**config.mk**
```make
export PLATFORM = sky130hd
export DESIGN_NAME = coef_fifo_reader
export DESIGN_NICKNAME = d
export VERILOG_FILES = /design/src/rtl/pqc_fifo_pkg.sv /design/src/rtl/coef_skidbuf.sv /design/src/rtl/coef_fifo_reader.sv
export SDC_FILE = /design/constraint.sdc
export NUM_CORES = 1
export LEC_CHECK = 0
export CELL_PAD_IN_SITES_DETAIL_PLACEMENT = 1
export CELL_PAD_IN_SITES_GLOBAL_PLACEMENT = 1
export CORE_UTILIZATION = 25
export CTS_CLUSTER_DIAMETER = 80
export DETAILED_ROUTE_END_ITERATION = 12
export PLACE_DENSITY_LB_ADDON = 0.1
export SLEW_MARGIN = 20
export SYNTH_ARGS = -nofsm -noshare
export SYNTH_HDL_FRONTEND = slang
export SYNTH_SLANG_ARGS = --single-unit
```
**constraint.sdc**
```tcl
create_clock -name i_clk -period 3.15 [get_ports i_clk]
set_input_delay 0.63 -clock i_clk [delete_from_list [all_inputs] [get_ports i_clk]]
set_output_delay 0.63 -clock i_clk [all_outputs]
set_load 0.05 [all_outputs]
```
**src/rtl/pqc_fifo_pkg.sv**
```systemverilog
// Shared types and constants for the coefficient FIFO read path.
package pqc_fifo_pkg;

  typedef enum logic [1:0] {
    ST_IDLE  = 2'd0,
    ST_RUN   = 2'd1,
    ST_DRAIN = 2'd2
  } fsm_state_e;

  localparam int COEF_Q        = 3329;
  localparam int DEF_DATAWIDTH = 13;
  localparam int DEF_FRAMELEN  = 256;
  localparam int DEF_CNTBIT    = 9;

  // Words held or in flight: buffer occupancy plus the pending BRAM read.
  function automatic logic [2:0] occ_plus_pend(input logic [1:0] occ, input logic pend);
    return {1'b0, occ} + {2'b00, pend};
  endfunction

endpackage

```
**src/rtl/coef_skidbuf.sv**
```systemverilog
// Two-entry in-order buffer absorbing the one-cycle BRAM read latency.
module coef_skidbuf
  import pqc_fifo_pkg::*;
#(
  parameter int W = DEF_DATAWIDTH
) (
  input  logic         i_clk,
  input  logic         i_rst,
  input  logic         i_push,
  input  logic [W-1:0] i_din,
  input  logic         i_pop,
  output logic         o_valid,
  output logic [W-1:0] o_dout,
  output logic [1:0]   o_occ
);

  logic [W-1:0] r_head;
  logic [W-1:0] r_tail;
  logic [1:0]   r_occ;
  logic         r_valid;
  logic [W-1:0] w_head_nxt;
  logic [W-1:0] w_tail_nxt;
  logic [1:0]   w_occ_nxt;

  // Head always holds the oldest word; a pop shifts the tail forward.
  always_comb begin
    w_head_nxt = r_head;
    w_tail_nxt = r_tail;
    w_occ_nxt  = r_occ;
    case ({i_push, i_pop})
      2'b10: begin
        if (r_occ == 2'd0) begin
          w_head_nxt = i_din;
        end else begin
          w_tail_nxt = i_din;
        end
        w_occ_nxt = r_occ + 2'd1;
      end
      2'b01: begin
        w_head_nxt = r_tail;
        w_occ_nxt  = r_occ - 2'd1;
      end
      2'b11: begin
        if (r_occ == 2'd2) begin
          w_head_nxt = r_tail;
          w_tail_nxt = i_din;
        end else begin
          w_head_nxt = i_din;
        end
      end
      default: begin
        w_occ_nxt = r_occ;
      end
    endcase
  end

  always_ff @(posedge i_clk) begin
    if (i_rst) begin
      r_head  <= '0;
      r_tail  <= '0;
      r_occ   <= 2'd0;
      r_valid <= 1'b0;
    end else begin
      r_head  <= w_head_nxt;
      r_tail  <= w_tail_nxt;
      r_occ   <= w_occ_nxt;
      r_valid <= (w_occ_nxt != 2'd0);
    end
  end

  assign o_valid = r_valid;
  assign o_dout  = r_head;
  assign o_occ   = r_occ;

endmodule

```
**src/rtl/coef_fifo_reader.sv**
```systemverilog
// Pops one frame of FRAMELEN coefficients from the FIFO as a valid/ready stream.
// Optional range check on popped coefficients: define COEF_RANGE_CHK_EN.
module coef_fifo_reader
  import pqc_fifo_pkg::*;
#(
  parameter int DATAWIDTH = DEF_DATAWIDTH,
  parameter int FRAMELEN  = DEF_FRAMELEN,
  parameter int CNTBIT    = DEF_CNTBIT,
  parameter int Q         = COEF_Q
) (
  input  logic                 i_clk,
  input  logic                 i_rst,
  input  logic                 i_start,
  output logic                 o_busy,
  output logic                 o_frame_done,
  input  logic                 i_notempty,
  output logic                 o_fiford,
  input  logic [DATAWIDTH-1:0] i_fifo_data_out,
  output logic                 o_m_valid,
  input  logic                 i_m_ready,
  output logic [DATAWIDTH-1:0] o_m_data,
  output logic                 o_m_last,
  output logic                 o_err
);

  localparam logic [CNTBIT-1:0] LP_FRAMELEN = CNTBIT'(FRAMELEN);
  localparam logic [CNTBIT-1:0] LP_LAST     = CNTBIT'(FRAMELEN - 1);
  localparam logic [CNTBIT-1:0] LP_ONE      = CNTBIT'(1);

  fsm_state_e        r_state;
  fsm_state_e        w_state_nxt;
  logic [CNTBIT-1:0] r_rdcnt;
  logic [CNTBIT-1:0] r_outcnt;
  logic              r_rd_pend;
  logic              r_frame_done;
  logic              w_start_acc;
  logic              w_pop;
  logic              w_fiford;
  logic [1:0]        w_occ;
  logic [2:0]        w_inflight;

  coef_skidbuf #(.W(DATAWIDTH)) u_skid (
    .i_clk   (i_clk),
    .i_rst   (i_rst),
    .i_push  (r_rd_pend),
    .i_din   (i_fifo_data_out),
    .i_pop   (w_pop),
    .o_valid (o_m_valid),
    .o_dout  (o_m_data),
    .o_occ   (w_occ)
  );

  // A read may issue only if the buffer still has room once this cycle's pop lands.
  assign w_pop      = o_m_valid & i_m_ready;
  assign w_inflight = occ_plus_pend(w_occ, r_rd_pend);
  assign w_fiford   = (r_state == ST_RUN) & i_notempty & (w_inflight <= (3'd1 + {2'b00, w_pop}));

  always_comb begin
    w_state_nxt = r_state;
    w_start_acc = 1'b0;
    case (r_state)
      ST_IDLE: begin
        if (i_start) begin
          w_state_nxt = ST_RUN;
          w_start_acc = 1'b1;
        end else begin
          w_state_nxt = ST_IDLE;
        end
      end
      ST_RUN: begin
        if (w_fiford && (r_rdcnt == LP_LAST)) begin
          w_state_nxt = ST_DRAIN;
        end else begin
          w_state_nxt = ST_RUN;
        end
      end
      ST_DRAIN: begin
        if (r_outcnt == LP_FRAMELEN) begin
          w_state_nxt = ST_IDLE;
        end else begin
          w_state_nxt = ST_DRAIN;
        end
      end
      default: begin
        w_state_nxt = ST_IDLE;
      end
    endcase
  end

  always_ff @(posedge i_clk) begin
    if (i_rst) begin
      r_state      <= ST_IDLE;
      r_rdcnt      <= '0;
      r_outcnt     <= '0;
      r_rd_pend    <= 1'b0;
      r_frame_done <= 1'b0;
    end else begin
      r_state   <= w_state_nxt;
      r_rd_pend <= w_fiford;
      if (w_start_acc) begin
        r_rdcnt <= '0;
      end else if (w_fiford) begin
        r_rdcnt <= r_rdcnt + LP_ONE;
      end else begin
        r_rdcnt <= r_rdcnt;
      end
      if (w_start_acc) begin
        r_outcnt <= '0;
      end else if (w_pop) begin
        r_outcnt <= r_outcnt + LP_ONE;
      end else begin
        r_outcnt <= r_outcnt;
      end
      // Lands in the same cycle DRAIN sees outcnt == FRAMELEN and returns to IDLE.
      r_frame_done <= (r_state == ST_DRAIN) & w_pop & (r_outcnt == LP_LAST);
    end
  end

  assign o_busy       = (r_state != ST_IDLE);
  assign o_frame_done = r_frame_done;
  assign o_fiford     = w_fiford;
  assign o_m_last     = o_m_valid & (r_outcnt == LP_LAST);

`ifdef COEF_RANGE_CHK_EN
  localparam logic [DATAWIDTH-1:0] LP_Q = DATAWIDTH'(Q);
  logic r_err;

  always_ff @(posedge i_clk) begin
    if (i_rst) begin
      r_err <= 1'b0;
    end else if (w_start_acc) begin
      r_err <= 1'b0;
    end else if (w_pop && (o_m_data >= LP_Q)) begin
      r_err <= 1'b1;
    end else begin
      r_err <= r_err;
    end
  end

  assign o_err = r_err;
`else
  assign o_err = 1'b0;
`endif

endmodule
```
Word-level counts from Yosys, hierarchy flattened
Cells that the tools add are included.
- flip-flop bits (word level): 51
- input bits: 18
- word-level logic and storage cells: 57
- add/subtract/negate cells: 6
- order comparisons: 1
- equality and inequality tests: 12
- multiplexer cells: 13
- bitwise gates (word level): 6
- reductions and logical operators: 10
- operators with widths (cell ; number):
    13-bit 2-to-1 mux ; 4
    13-bit case mux with 3 select lines ; 1
    13-bit case mux with 2 select lines ; 1
    9-bit by 1-bit adder with 9-bit output (second input constant) ; 2
    9-bit by 8-bit equality test with 1-bit output (second input constant) ; 2
    9-bit equality test (second input constant) ; 1
    2-bit equality test (second input constant) ; 4
    1-bit AND ; 6
    2-bit case mux with 3 select lines ; 1
    2-bit nonzero test ; 3
    2-bit by 1-bit equality test with 1-bit output (second input constant) ; 2
    2-bit logical NOT ; 2
    2-bit 2-to-1 mux ; 2
    2-bit by 1-bit != test with 1-bit output (second input constant) ; 2
    2-bit case mux with 2 select lines ; 1
    2-bit by 1-bit adder with 3-bit output ; 1
    3-bit by 2-bit <= comparator with 1-bit output ; 1
    1-bit 2-to-1 mux ; 3
    3-bit AND reduction ; 1
    3-bit nonzero test ; 1
    1-bit by 1-bit adder with 2-bit output (first input constant) ; 1
    2-bit by 1-bit adder with 2-bit output (second input constant) ; 1
    2-bit != test (second input constant) ; 1
    2-bit AND reduction ; 1
    other kinds (3) ; 3

Longest topological paths before layout
Gate-level depths: netlist of run 1.
- depth after elaboration: 7
- mapped depth: 9

By module
From an unflattened synthesis of run 1, not the netlist that was laid out.
- cell total of the unflattened synthesis: 300
- area total of the unflattened synthesis: 2611.3 um^2
- modules (own cells, without submodules) (module ; times used ; cells an instance ; area an instance (um^2) ; sequential area each (um^2)):
    coef_skidbuf ; 1 ; 167 ; 1477.7 ; 580.6
    coef_fifo_reader ; 1 ; 133 ; 1133.6 ; 440.4

Least setup slack after synthesis of run 1
Ideal clock, no wire load.
- path type: flip-flop to output port
- start point: register u_skid.r_valid (netlist: u_skid.o_valid)
- end point: output o_fiford
- arrival: 2.299 ns
- setup slack: 0.221 ns
- cell stages (with the launch flop): 7
- path buffers: 0
- cells stage by stage: dfxtp_1 -> nand2_1 -> inv_2 -> fa_1 -> o31a_1 -> o21ai_4 -> inv_4
- cells in the longest elaborated chain, start to end: 4
- ends and longest elaborated chain (element ; RTL line ; text):
    from (decl) ; coef_skidbuf.sv:20 ; logic r_valid;
    from (signal assigned) ; coef_skidbuf.sv:67 ; r_valid <= (w_occ_nxt != 2'd0);
    1-bit AND ; coef_fifo_reader.sv:54 ; assign w_pop = o_m_valid & i_m_ready;
    net u_skid.i_pop ; coef_skidbuf.sv:11 ; input logic i_pop,
    1-bit by 1-bit adder with 2-bit output ; coef_fifo_reader.sv:56 ; assign w_fiford = (r_state == ST_RUN) & i_notempty & (w_inflight <= (3'd1 + {2'b00, w_pop}));
    3-bit by 2-bit <= comparator with 1-bit output ; coef_fifo_reader.sv:56 ;
    1-bit AND ; coef_fifo_reader.sv:56 ;
    to (decl) ; coef_fifo_reader.sv:17 ; output logic o_fiford,
The timed path passes the listed nets, and every way through them passes these cells.

Worst setup path in the final report of run 1
- start point: input i_m_ready
- end point: output o_fiford
- cells in the longest elaborated chain, start to end: 4
- ends and longest elaborated chain (element ; RTL line ; text):
    from (decl) ; coef_fifo_reader.sv:20 ; input logic i_m_ready,
    1-bit AND ; coef_fifo_reader.sv:54 ;
    net u_skid.i_pop ; coef_skidbuf.sv:11 ;
    1-bit by 1-bit adder with 2-bit output ; coef_fifo_reader.sv:56 ;
    3-bit by 2-bit <= comparator with 1-bit output ; coef_fifo_reader.sv:56 ;
    1-bit AND ; coef_fifo_reader.sv:56 ;
The timed path passes the listed nets, and every way through them passes these cells.

==> results.sh, run 1 <==
export IMPL_cts_buffers=5
export IMPL_max_freq_mhz=329
export IMPL_clkSinkCount=51
export IMPL_cts_resized=0
export IMPL_period_minus_slack_ns=3.04
export IMPL_crit_chain="clkdlybuf4s50_1 -> nand2_1 -> inv_2 -> fa_1 -> o31a_1 -> o21ai_4 -> inv_4 -> buf_12"
export IMPL_grt_max_degree=34
export IMPL_worstSetupPathType="primary input to output pin"
export IMPL_final_cell_mix="dfxtp_1 (51), nor2_1 (45), clkdlybuf4s50_1 (34)"
export IMPL_n_antenna_cell=0
export IMPL_yosysSeqAreaShare_pct=43.5
export IMPL_peakVddDrop_mv=0.222
export IMPL_cts_tree="built"
export IMPL_crit_path_top_delay_cell="clkdlybuf4s50_1"
export IMPL_via_count=1931
export IMPL_wl_um=5930
export IMPL_cts_root_buf="clkbuf_8"
export IMPL_drc_errors=0
export IMPL_r2r_start="u_skid.o_occ[0]$_SDFF_PP0_"
export IMPL_gp_congestion=0.677
export IMPL_routed_via_density=4.76
export IMPL_start_util_pct=26.4
export IMPL_place_hpwl_um=4230
export IMPL_io_pins=37
export IMPL_drtIter0Drc=40
export IMPL_hold_viol_final=0
export IMPL_min_delay_start="u_skid.o_dout[7]$_SDFFE_PP0P_"
export IMPL_period_share_pct=96.4
export IMPL_synth_cell_types=45
export IMPL_regArea_um2=1020
export IMPL_leakage_uw=0.00106
export IMPL_cts_path_max_buffers=2
export IMPL_tightestPinTransition_ns=0.991
export IMPL_fillers=1023
export IMPL_synthFlopType="dfxtp_1"
export IMPL_dr_pass1_iters=4
export IMPL_critPathMaxFanout=4
export IMPL_nNetsFinal=328
export IMPL_dieArea_um2=9770
export IMPL_grtUsageTotal_pct=13.1
export IMPL_synthArstFlopShare_pct=0
export IMPL_clock_skew_ns=0.00541
export IMPL_final_max_slew_violation_count=0
export IMPL_p_per_area_nw_per_um2=549
export IMPL_yosys_warnings=0
export IMPL_antenna_found_initial=0
export IMPL_relSlewSlack_pct=33.7
export IMPL_worstSkewPairLatency_ns=0.30
export IMPL_final_layout_size_suffix_gt1_share_pct=10.7
export IMPL_p_total_uw=1640
export IMPL_grt_overflow_total=0
export IMPL_die_y_um=98.8
export IMPL_syn_inst=253
export IMPL_ctsHoldBuffers=0
export IMPL_rows=34
export IMPL_required_ns=2.52
export IMPL_ys_ff_latch=51
export IMPL_end_kind="output pin"
export IMPL_worstRegToRegCells=9
export IMPL_syn_to_final_growth_pct=27.1
export IMPL_whs_path_depth=2
export IMPL_synth_edff_count=0
export IMPL_mostFrequentLayoutCell="dfxtp_1"
export IMPL_rsz0062_at_grt="false"
export IMPL_reg2reg_to="r_rdcnt[7]$_SDFFE_PP0P_"
export IMPL_ant_nets=0
export IMPL_fin_setup_tns_ns=0
export IMPL_grt_pass1_vias=1983
export IMPL_path_clk_slew_ns=0.10
export IMPL_setup_viol=0
export IMPL_grt_pass1_wl_um=10100
export IMPL_arrival_ns=2.41
export IMPL_synth_fp_nets=284
export IMPL_maxCapViolations=0
export IMPL_crit_path_max_incr_delay_ns=0.47
export IMPL_worstHoldPathType="register to register"
export IMPL_port_buffers=35
export IMPL_htree_levels=2
export IMPL_rrSetupSlack_ns=0.67
export IMPL_startpoint="i_m_ready"
export IMPL_core_area_um2=8890
export IMPL_start_kind="primary input"
export IMPL_synth_area_um2=2340
export IMPL_postSynthAreaPerCell_um2=9.27
export IMPL_detail_route_wl_per_cell_um=14.6
export IMPL_worstHoldEndpoint="u_skid.o_dout[7]$_SDFFE_PP0P_"
export IMPL_status="finished, final reports clean"
export IMPL_die_w_um=98.8
export IMPL_multi_input_area_um2=1200
## cells by family after synthesis
logic type	synth area share (%)
compound gates	15.0
xor+xnor	4.48
fa+ha+maj	7.26
buf+inv	5.18
flops	43.5
mux	5.55
other cells	0.160
simple gates	18.8
## flip-flops by register name, indices dropped and copies added, names as in the netlist
signal	cells
u_skid.r_tail	13
r_rdcnt	9
r_outcnt	9
u_skid.o_occ	2
r_state	2
u_skid.o_valid	1
r_rd_pend	1
o_frame_done	1
u_skid.o_dout	13
## worst max-delay path, delay by kind of cell
family                   cells  cell delay [ns]
AO/OA/AOI/OAI                2             0.47
adder cells (fa/ha/maj)      1             0.45
buffers and inverters        4             0.77
AND/OR/NAND/NOR              1             0.08
## how the worst max path moves through the flow
stage,endpoint,slack [ns],cells past startpoint
5_1_grt,o_fiford,0.02,8
2_1_floorplan,o_fiford,0.22,6
3_3_place_gp,o_fiford,0.05,8
4_1_cts,o_fiford,0.008,8
6_report,o_fiford,0.11,8
3_5_place_dp,o_fiford,0.009,8
## cell usage after synthesis, types with 2 or more instances
cell | number | area share, %
a211oi_1 | 3 | 0.96
a21o_1 | 2 | 0.64
a21oi_1 | 7 | 1.5
a221oi_1 | 13 | 4.9
and3_1 | 2 | 0.53
and4_1 | 2 | 0.75
buf_1 | 2 | 0.32
buf_2 | 5 | 1.1
buf_4 | 2 | 0.64
clkbuf_1 | 3 | 0.48
dfxtp_1 | 51 | 44
ha_1 | 12 | 6.4
inv_1 | 11 | 1.8
mux2i_1 | 13 | 5.5
nand2_1 | 12 | 1.9
nand3_1 | 4 | 0.85
nand4_1 | 3 | 0.80
nor2_1 | 45 | 7.2
nor3_1 | 15 | 3.2
nor4b_1 | 2 | 0.75
o211ai_1 | 2 | 0.64
o21ai_0 | 5 | 1.1
or3_1 | 5 | 1.3
xnor2_1 | 6 | 2.2
xor2_1 | 6 | 2.2
## metrics by stage
step	utilization [%]	instance area, um2	cells	setup WS (ns)	hold slack, ns
after global placement	32.5	2890	397	0.0528	0.467
after floorplan	-	2340	253	0.221	0.454
after global routing	33.5	2980	406	0.0177	0.524
after CTS	33.4	2970	405	0.00762	0.502
after detailed placement	32.5	2890	397	0.00912	0.484
final	33.5	2980	406	0.113	0.499
## repair_timing
action | in CTS | in global routing
endpoints found under the setup margin | 0 | 1
endpoints found under the hold margin | 0 | 0
setup buffers | 0 | 1
## cell type report
type	instances	share of cell area (%)
Multi-Input combinational cell	176	40.4
Sequential cell	51	34.3
Timing Repair Buffer	50	16.3
Tap cell	108	4.54
Clock buffer	5	2.31
Inverter	13	1.72
Clock inverter	3	0.504
## power by group
part / total (uW) / internal, uW / switching, uW
clock: 381 / 153 / 228
combinational: 529 / 208 / 321
sequential: 726 / 691 / 34.9
## per-layer routing
layer	vias up	part of all wire (%)	GRT usage, %
met4	0	0.96	3.44
met1	934	46	16.1
met2	24	50	23.0
li1	968	-	-
met5	-	0	0
met3	5	3.1	2.84
No activity file was read; power rests on OpenSTA's default activity.
==> run 2, diff against run 1 <==
--- a/config.mk
+++ b/config.mk
@@ -8,6 +8,7 @@
 export CELL_PAD_IN_SITES_DETAIL_PLACEMENT = 1
 export CELL_PAD_IN_SITES_GLOBAL_PLACEMENT = 1
 export CORE_UTILIZATION = 25
+export CTS_BUF_LIST = sky130_fd_sc_hd__clkbuf_8
 export CTS_CLUSTER_DIAMETER = 80
 export DETAILED_ROUTE_END_ITERATION = 12
 export PLACE_DENSITY_LB_ADDON = 0.1
==> results of run 2 <==
Same layout as run 1: the final DEF is identical, and so are final timing and power.
==> run 3, diff against run 2 <==
--- a/config.mk
+++ b/config.mk
@@ -5,13 +5,10 @@
 export SDC_FILE = /design/constraint.sdc
 export NUM_CORES = 1
 export LEC_CHECK = 0
-export CELL_PAD_IN_SITES_DETAIL_PLACEMENT = 1
-export CELL_PAD_IN_SITES_GLOBAL_PLACEMENT = 1
 export CORE_UTILIZATION = 25
 export CTS_BUF_LIST = sky130_fd_sc_hd__clkbuf_8
 export CTS_CLUSTER_DIAMETER = 80
 export DETAILED_ROUTE_END_ITERATION = 12
-export PLACE_DENSITY_LB_ADDON = 0.1
 export SLEW_MARGIN = 20
 export SYNTH_ARGS = -nofsm -noshare
 export SYNTH_HDL_FRONTEND = slang
==> run 3 against run 2 <==
Compared with the run above: non-clock buffer count is 5 lower; count of clock-buffer cells in the layout stayed put; sequential share of layout area is 0.41 points higher; worst setup slack worse by 0.036 ns; clock skew is 0.0088 ns higher; sequential power hardly changed; power is 0.66% lower; worst hold slack worse by 0.0034 ns; via count is 2.8% lower; cell count is 1.2% lower; core utilization is 0.39 points lower; clock power is 4% higher; critical endpoint unchanged; largest cell class unchanged.
==> results.sh, run 3 (synthesized netlist as in run 1, its figures left out) <==
export IMPL_hold_viol_final=0
export IMPL_final_max_slew_violation_count=0
export IMPL_die_w_um=98.8
export IMPL_worstHoldEndpoint="r_rdcnt[7]$_SDFFE_PP0P_"
export IMPL_final_layout_size_suffix_gt1_share_pct=9.56
export IMPL_grt_max_degree=34
export IMPL_core_area_um2=8890
export IMPL_grt_met3_usage_pct=2.55
export IMPL_grt_overflow_total=0
export IMPL_min_delay_start="r_rdcnt[7]$_SDFFE_PP0P_"
export IMPL_cts_root_buf="clkbuf_8"
export IMPL_startpoint="i_m_ready"
export IMPL_worstSkewPairLatency_ns=0.31
export IMPL_n_antenna_cell=0
export IMPL_ctsHoldBuffers=0
export IMPL_status="finished, final reports clean"
export IMPL_grt_met2_usage_pct=17.2
export IMPL_start_kind="primary input"
export IMPL_p_per_area_nw_per_um2=552
export IMPL_place_hpwl_um=3440
export IMPL_rows=34
export IMPL_required_ns=2.52
export IMPL_reg2reg_to="r_state[0]$_SDFF_PP0_"
export IMPL_rrSetupSlack_ns=0.70
export IMPL_peakVddDrop_mv=0.307
export IMPL_antenna_found_initial=0
export IMPL_rsz0062_at_grt="false"
export IMPL_worstHoldPathType="register to register"
export IMPL_port_buffers=35
export IMPL_cts_path_max_buffers=2
export IMPL_leakage_uw=0.00103
export IMPL_grtUsageTotal_pct=10.6
export IMPL_clock_skew_ns=0.0142
export IMPL_via_count=1877
export IMPL_relSlewSlack_pct=56.6
export IMPL_whs_path_depth=2
export IMPL_worstRegToRegCells=8
export IMPL_drtIter0Drc=72
export IMPL_period_minus_slack_ns=3.07
export IMPL_fillers=916
export IMPL_die_y_um=98.8
export IMPL_cts_buffers=5
export IMPL_grt_pass1_wl_um=8530
export IMPL_maxCapViolations=0
export IMPL_nNetsFinal=323
export IMPL_path_clk_slew_ns=0.10
export IMPL_routed_via_density=4.68
export IMPL_start_util_pct=26.4
export IMPL_fin_setup_tns_ns=0
export IMPL_final_cell_mix="dfxtp_1 (51), nor2_1 (45), clkdlybuf4s50_1 (34)"
export IMPL_end_kind="output pin"
export IMPL_dr_pass1_iters=4
export IMPL_final_cells=401
export IMPL_arrival_ns=2.44
export IMPL_dieArea_um2=9770
export IMPL_cts_resized=0
export IMPL_r2r_start="u_skid.o_occ[0]$_SDFF_PP0_"
export IMPL_clkSinkCount=51
export IMPL_grt_pass1_vias=1810
export IMPL_dp_cells=393
export IMPL_setup_viol=0
export IMPL_worstSetupPathType="primary input to output pin"
export IMPL_tightestPinTransition_ns=0.650
export IMPL_mostFrequentLayoutCell="dfxtp_1"
export IMPL_met1_usage_pct=14.3
export IMPL_detail_route_wl_per_cell_um=12.3
export IMPL_gp_congestion=0.721
export IMPL_grt_busiest_layer="met2"
export IMPL_wl_um=4930
export IMPL_period_share_pct=97.6
export IMPL_max_freq_mhz=325
export IMPL_cts_setup_buffers=0
export IMPL_io_pins=37
export IMPL_syn_to_final_growth_pct=25.6
export IMPL_critPathMaxFanout=2
export IMPL_ant_nets=0
export IMPL_cts_tree="built"
export IMPL_p_total_uw=1630
export IMPL_drc_errors=0
export IMPL_htree_levels=2
-- run 3: changes by cell type in the layout (fill, tap and decap cells not counted), sizes merged --
cell      change
buf           -5
clkinv        -2
clkinvlp      +1
inv           +1
-- run 3: final cells by class --
cell class	instances	area [um2]	share of cell area, %
multi-input cells	176	1210	41.1
inverters	13	51.3	1.74
repair buffers	45	435	14.8
clock inverters	3	23.8	0.807
flip-flops and latches	51	1020	34.7
well taps	108	135	4.59
clock buffers	5	68.8	2.34
-- run 3: where the power goes --
part / total [uW] / internal (uW) / switching, uW
clock network: 396 / 161 / 235
registers: 728 / 692 / 36.0
logic: 502 / 193 / 309
total: 1630 / 1050 / 580
-- run 3: metrics by stage --
stage          cell area, um2  hold WS [ns]  setup WS, ns  utilization [%]
3_3_place_gp             2850         0.470        0.0431             32.0
6_report                 2940         0.495        0.0769             33.1
2_1_floorplan            2340         0.454         0.221                -
4_1_cts                  2940         0.502        0.0534             33.0
5_1_grt                  2940         0.515       0.00144             33.1
3_5_place_dp             2850         0.481       -0.0509             32.0
-- run 3: how the worst max path moves through the flow --
stage	end	slack, ns
2_1_floorplan	o_fiford	0.22
4_1_cts	o_fiford	0.05
5_1_grt	o_fiford	0.001
3_3_place_gp	u_skid.o_dout[1]$_SDFFE_PP0P_	0.04
6_report	o_fiford	0.08
3_5_place_dp	u_skid.o_dout[9]$_SDFFE_PP0P_	-0.05
-- run 3: worst max-delay path: stages --
cell and delay [ns]:
clkdlybuf4s50_1 0.47, nand2_1 0.08, inv_2 0.08, fa_1 0.44, o31a_1 0.36, o21ai_4 0.19
inv_4 0.05, buf_12 0.14
-- run 3: metal layers --
metal,vias to the layer above,part of all wire (%)
met5,-,0
met4,0,0.53
met3,4,3.7
met2,36,46
met1,872,50
li1,965,-
